$ cat src/rtl/add_pkg.sv
// Shared definitions for the nibble-serial adder: FSM states and slice width.
package add_pkg;

    localparam int SLICE_W = 4;

    typedef enum logic [1:0] {
        IDLE = 2'd0,
        RUN  = 2'd1,
        DONE = 2'd2
    } state_t;

endpackage

$ cat src/rtl/add_seq16_add4.sv
// 4-bit ripple-carry adder built from single-bit full-adder cells.
module fadd (
    input  logic a,
    input  logic b,
    input  logic ci,
    output logic s,
    output logic co
);
    assign s  = a ^ b ^ ci;
    assign co = (a & b) | (ci & (a ^ b));
endmodule

module add4 (
    input  logic [3:0] a,
    input  logic [3:0] b,
    input  logic       cin,
    output logic [3:0] s,
    output logic       cout
);
    logic [4:0] c;

    assign c[0] = cin;

    for (genvar i = 0; i < 4; i++) begin : g_bit
        fadd u_fadd (
            .a  (a[i]),
            .b  (b[i]),
            .ci (c[i]),
            .s  (s[i]),
            .co (c[i+1])
        );
    end

    assign cout = c[4];
endmodule

$ cat src/rtl/add_seq16.sv
// Nibble-serial W-bit adder: one add4 slice reused for NIBBLES cycles, LSB nibble first.
module add_seq16 #(
    parameter int NIBBLES = 4
) (
    input  logic                   clk,
    input  logic                   rst_n,
    input  logic                   in_valid,
    output logic                   in_ready,
    input  logic [4*NIBBLES-1:0]   a,
    input  logic [4*NIBBLES-1:0]   b,
    input  logic                   cin,
    output logic                   out_valid,
    input  logic                   out_ready,
    output logic [4*NIBBLES-1:0]   sum,
    output logic                   cout,
    output logic                   busy
);
    import add_pkg::*;

    localparam int W  = SLICE_W * NIBBLES;
    localparam int IW = $clog2(NIBBLES);
    localparam logic [IW-1:0] LAST = IW'(NIBBLES - 1);

    // Handshake: a transfer happens on a rising edge where valid && ready.
    // in_valid/a/b/cin must hold until accepted; sum/cout stay frozen while
    // out_valid && !out_ready. in_ready may be high in DONE when out_ready is
    // high, so a result can be consumed and a new request taken on one edge.

    state_t          state;
    state_t          state_nxt;
    logic            accept;
    logic            last;

    logic [W-1:0]    a_q;
    logic [W-1:0]    b_q;
    logic            carry_q;
    logic [IW-1:0]   idx;

    logic [SLICE_W-1:0] a_nib;
    logic [SLICE_W-1:0] b_nib;
    logic [SLICE_W-1:0] s_nib;
    logic               c_nib;

    assign last = (idx == LAST);

    always_ff @(posedge clk) begin
        if (!rst_n) begin
            state <= IDLE;
        end else begin
            state <= state_nxt;
        end
    end

    always_comb begin
        state_nxt = state;
        in_ready  = 1'b0;
        case (state)
            IDLE: begin
                in_ready = 1'b1;
                if (in_valid) begin
                    state_nxt = RUN;
                end
            end
            RUN: begin
                if (last) begin
                    state_nxt = DONE;
                end
            end
            DONE: begin
                if (out_ready) begin
                    in_ready  = 1'b1;
                    state_nxt = in_valid ? RUN : IDLE;
                end
            end
            default: state_nxt = IDLE;
        endcase
    end

    assign accept    = in_valid && in_ready;
    assign out_valid = (state == DONE);
    assign busy      = (state == RUN);

    assign a_nib = a_q[SLICE_W*idx +: SLICE_W];
    assign b_nib = b_q[SLICE_W*idx +: SLICE_W];

    add4 u_slice (
        .a    (a_nib),
        .b    (b_nib),
        .cin  (carry_q),
        .s    (s_nib),
        .cout (c_nib)
    );

    // Accept only happens in IDLE/DONE, so it never collides with a RUN step.
    always_ff @(posedge clk) begin
        if (!rst_n) begin
            a_q     <= '0;
            b_q     <= '0;
            carry_q <= 1'b0;
            idx     <= '0;
            sum     <= '0;
            cout    <= 1'b0;
        end else if (accept) begin
            a_q     <= a;
            b_q     <= b;
            carry_q <= cin;
            idx     <= '0;
        end else if (state == RUN) begin
            sum[SLICE_W*idx +: SLICE_W] <= s_nib;
            carry_q <= c_nib;
            if (last) begin
                idx  <= '0;
                cout <= c_nib;
            end else begin
                idx  <= idx + 1'b1;
            end
        end
    end

endmodule

$ cat config.mk
export PLATFORM = sky130hd
export DESIGN_NAME = add_seq16
export DESIGN_NICKNAME = d
export VERILOG_FILES = /design/src/rtl/add_pkg.sv /design/src/rtl/add_seq16_add4.sv /design/src/rtl/add_seq16.sv
export SDC_FILE = /design/constraint.sdc
export NUM_CORES = 1
export LEC_CHECK = 0
export CORE_ASPECT_RATIO = 2
export CORE_MARGIN = 2
export CORE_UTILIZATION = 47
export CTS_BUF_LIST = sky130_fd_sc_hd__clkbuf_8
export DETAILED_ROUTE_END_ITERATION = 10
export PLACE_DENSITY = 0.88
export REMOVE_ABC_BUFFERS = 1
export SYNTH_ARGS = -nofsm -noshare
export SYNTH_HDL_FRONTEND = slang
export SYNTH_SLANG_ARGS = --single-unit
$ cat constraint.sdc
create_clock -name clk -period 2.9 [get_ports clk]
set_input_delay 0.58 -clock clk [delete_from_list [all_inputs] [get_ports clk]]
set_output_delay 0.58 -clock clk [all_outputs]
set_load 0.02 [all_outputs]
==> impl_metrics.yaml <==
drt:
  drt_pass1_iterations: 4
  postRouteAntennaNets: 0
  route.detailed.vias_per_inst: 5.59
  average_detailed_routed_wire_length_per_instance_um: 15.0
  dr_total_vias: 2176
  dr.first_iter.drc_count: 53
  drc: 0
  route.final.wire_length_mm: 5.84
sta:
  timing.final.setup_violations: 0
  hold_viol: 0
  timing.fmax_mhz: 377
  clock_skew_ns: 0.0104
  post-route-period-util_pct: 91.6
  max_slew.worst_pin.slew_ns: 0.354
  rsz0062_at_grt: "false"
  finalCriticalPeriod_ns: 2.66
  timing.setup.tns_ns: 0
  final-max-slew-violation-count: 0
  relative_slew_slack_pct: 76.3
cells_and_area:
  multi_input_area_um2: 1360
  layout-drive-gt1-share_pct: 6.99
  nets: 375
  num_antenna_cells: 0
  sequential_area_um2: 1080
  final-instance-count-excl-fill: 389
  count_of_fill_cells_added_during_filler_insertion: 479
  syn_to_final_growth_pct: 26.8
placed_design:
  cell_count_after_placement: 381
  place_congestion: 0.909
  detailed_place_hpwl_mm: 4.47
  io_buffer_count: 56
yosys:
  synth_enable_flop_cells: 0
  synthDominantCellAreaShare_pct: 41.8
  post_synth_most_frequent_cells: "sky130_fd_sc_hd__dfxtp_1 (54), sky130_fd_sc_hd__nand3_1 (36), sky130_fd_sc_hd__o21ai_0 (33), sky130_fd_sc_hd__a21boi_0 (25), sky130_fd_sc_hd__nand2_1 (20)"
  yosysTopAreaCell: "sky130_fd_sc_hd__dfxtp_1"
  sequential_cell_area_fraction_in_the_yosys_report_pct: 41.8
  synth.cell_area_um2: 2590
  yosys_warning_count: 0
  post_synth.cell_area_avg_um2: 9.21
  synth.ff_latch_count: 54
  yosysUniqueCellTypes: 33
  post_synth_inst_count: 281
  synthFlopType: "sky130_fd_sc_hd__dfxtp_1"
  synth_async_sr_flop_share_pct: 0
  yosys.cell_count.top_type: "sky130_fd_sc_hd__dfxtp_1"
  synthTopCellsByArea: "sky130_fd_sc_hd__dfxtp_1 (42%), sky130_fd_sc_hd__a21boi_0 (7.3%), sky130_fd_sc_hd__nand3_1 (7.0%)"
die:
  die_area_um2: 6150
  initial_utilization_pct: 48.2
  io-pin-count: 57
  die_h_um: 109
  die_w_um: 56.5
  fp-row-count: 38
  core_area_um2: 5370
clock_tree:
  clock_sink_count: 54
  ctsHoldBuffers: 0
  cts_repair_resize_count: 0
  clk_latency_ns: 0.31
  cts_tree: "done"
  cts.root.buffer_cell: "sky130_fd_sc_hd__clkbuf_8"
  tritoncts.num_buffers: 5
  clkTransAtPathRegs_ns: 0.10
  max-clock-path-buffers: 2
  post_cts_setup_repair_buffer_count: 0
  cts_max_level: 2
grt:
  globalRoute.totalOverflow: 0
  pin_count_of_the_biggest_net_entering_global_routing: 37
  via_count_of_the_first_global_routing_pass: 2134
  grt_antenna_before_repair: 0
  grt_pass1_wl_mm: 9.53
  grt_usage_pct: 20.1
worst_setup_path:
  timing.critical_path.fanout_max: 3
  required_time_at_the_endpoint_of_the_critical_path_ns: 3.14
  launch_point_of_the_worst_reg_to_reg_path: "idx[0]$_SDFFE_PP0P_"
  rr_worst_depth: 9
  worstPathArrival_ns: 2.89
  start_kind: "register"
  crit_type: "register to register"
  worstSetupStartpoint: "idx[0]$_SDFFE_PP0P_"
  worst_setup_path_end_kind: "register"
min_path:
  worstHoldPathType: "register to register"
  worst_hold_path.num_cells: 2
  hold_path.startpoint: "sum[13]$_SDFFE_PN0P_"
pwr:
  power_density_nw_per_um2: 450
  leakage_uw: 0.00117
  vdd_drop_max_mv: 0.360
  p_total_uw: 1480
run:
  maxCapViolCount: 0
status:
  outcome: "completed"
[cell usage in the layout (no fill, tap or decap), types with 2 or more instances in the layout]
cell / n
sky130_fd_sc_hd__o21ai_0: 33
sky130_fd_sc_hd__a21boi_1: 12
sky130_fd_sc_hd__ha_1: 6
sky130_fd_sc_hd__nor2b_1: 4
sky130_fd_sc_hd__nor2_1: 6
sky130_fd_sc_hd__o22ai_1: 12
sky130_fd_sc_hd__and3b_1: 3
sky130_fd_sc_hd__dfxtp_1: 54
sky130_fd_sc_hd__nand2b_1: 5
sky130_fd_sc_hd__a21boi_0: 25
sky130_fd_sc_hd__inv_1: 9
sky130_fd_sc_hd__a21oi_1: 2
sky130_fd_sc_hd__nand2_1: 20
sky130_fd_sc_hd__mux2i_1: 3
sky130_fd_sc_hd__buf_4: 10
sky130_fd_sc_hd__clkbuf_8: 5
sky130_fd_sc_hd__mux4_2: 4
sky130_fd_sc_hd__mux4_1: 4
sky130_fd_sc_hd__clkdlybuf4s50_1: 56
sky130_fd_sc_hd__nand3_1: 36
sky130_fd_sc_hd__nand4_1: 2
sky130_fd_sc_hd__fa_1: 4
sky130_fd_sc_hd__or3_1: 2
[layout make-up]
class                      count  area share [%]
multi-input combinational    192            41.5
tap                           60            2.29
sequential                    54            33.0
clock inverter                 3           0.763
clock buffer                   5            2.10
inverter                       9            1.03
timing repair buffer          66            19.4
[worst max-delay path, stage by stage, from the launching register on]
cell and delay [ns]:
sky130_fd_sc_hd__dfxtp_1 0.41, sky130_fd_sc_hd__mux4_2 0.53, sky130_fd_sc_hd__fa_1 0.39, sky130_fd_sc_hd__inv_1 0.07
sky130_fd_sc_hd__fa_1 0.18, sky130_fd_sc_hd__fa_1 0.16, sky130_fd_sc_hd__inv_1 0.05, sky130_fd_sc_hd__fa_1 0.50
sky130_fd_sc_hd__nand4_1 0.08, sky130_fd_sc_hd__a21boi_0 0.19
[sequential cells by signal, summed over array words and instances (netlist names)]
| register | cells |
|---|---|
| sum | 16 |
| cout | 1 |
| state | 2 |
| a_q | 16 |
| b_q | 16 |
| carry_q | 1 |
| idx | 2 |
[logic make-up after synthesis]
group	Yosys count	synth area share [%]
compound gates	88	21.5
simple gates	83	16.3
flops	54	41.8
buf+inv	35	5.71
mux	11	8.70
fa+ha+maj	10	6.00
[through the flow]
stage	hold WS, ns	worst slack [ns]	area (µm²)	utilization (%)
after global routing	0.498	0.0671	3280	61.1
after CTS	0.475	0.223	3280	61.1
after global placement	0.444	0.307	3190	59.3
after floorplan	0.447	0.0211	2470	-
after detailed placement	0.461	0.255	3190	59.3
final	0.470	0.244	3280	61.1
[worst paths after layout]
check                                             to  slack [ns]
worst max-delay path            sum[15]$_SDFFE_PN0P_        0.24
worst min-delay path            sum[13]$_SDFFE_PN0P_        0.47
worst max register to register  sum[15]$_SDFFE_PN0P_        0.24
worst min register to register  sum[13]$_SDFFE_PN0P_        0.47
[report_power, final]
| group | switching, µW | internal, µW | leakage [µW] | total, µW |
|---|---|---|---|---|
| Combinational | 120 | 130 | 0.000687 | 250 |
| Sequential | 20.9 | 776 | 0.000441 | 797 |
| Clock | 255 | 175 | 0.0000447 | 429 |
| Total | 395 | 1080 | 0.00117 | 1480 |
[metal layers]
metal | global-route usage (%) | vias to the layer above | routed length, µm
met5 | 0 | - | 0
met4 | 12.4 | 0 | 251
met3 | 3.56 | 19 | 178
met2 | 37.6 | 60 | 3300
met1 | 19.8 | 1006 | 2110
li1 | - | 1091 | -
No activity file was read; power rests on OpenSTA's default activity.
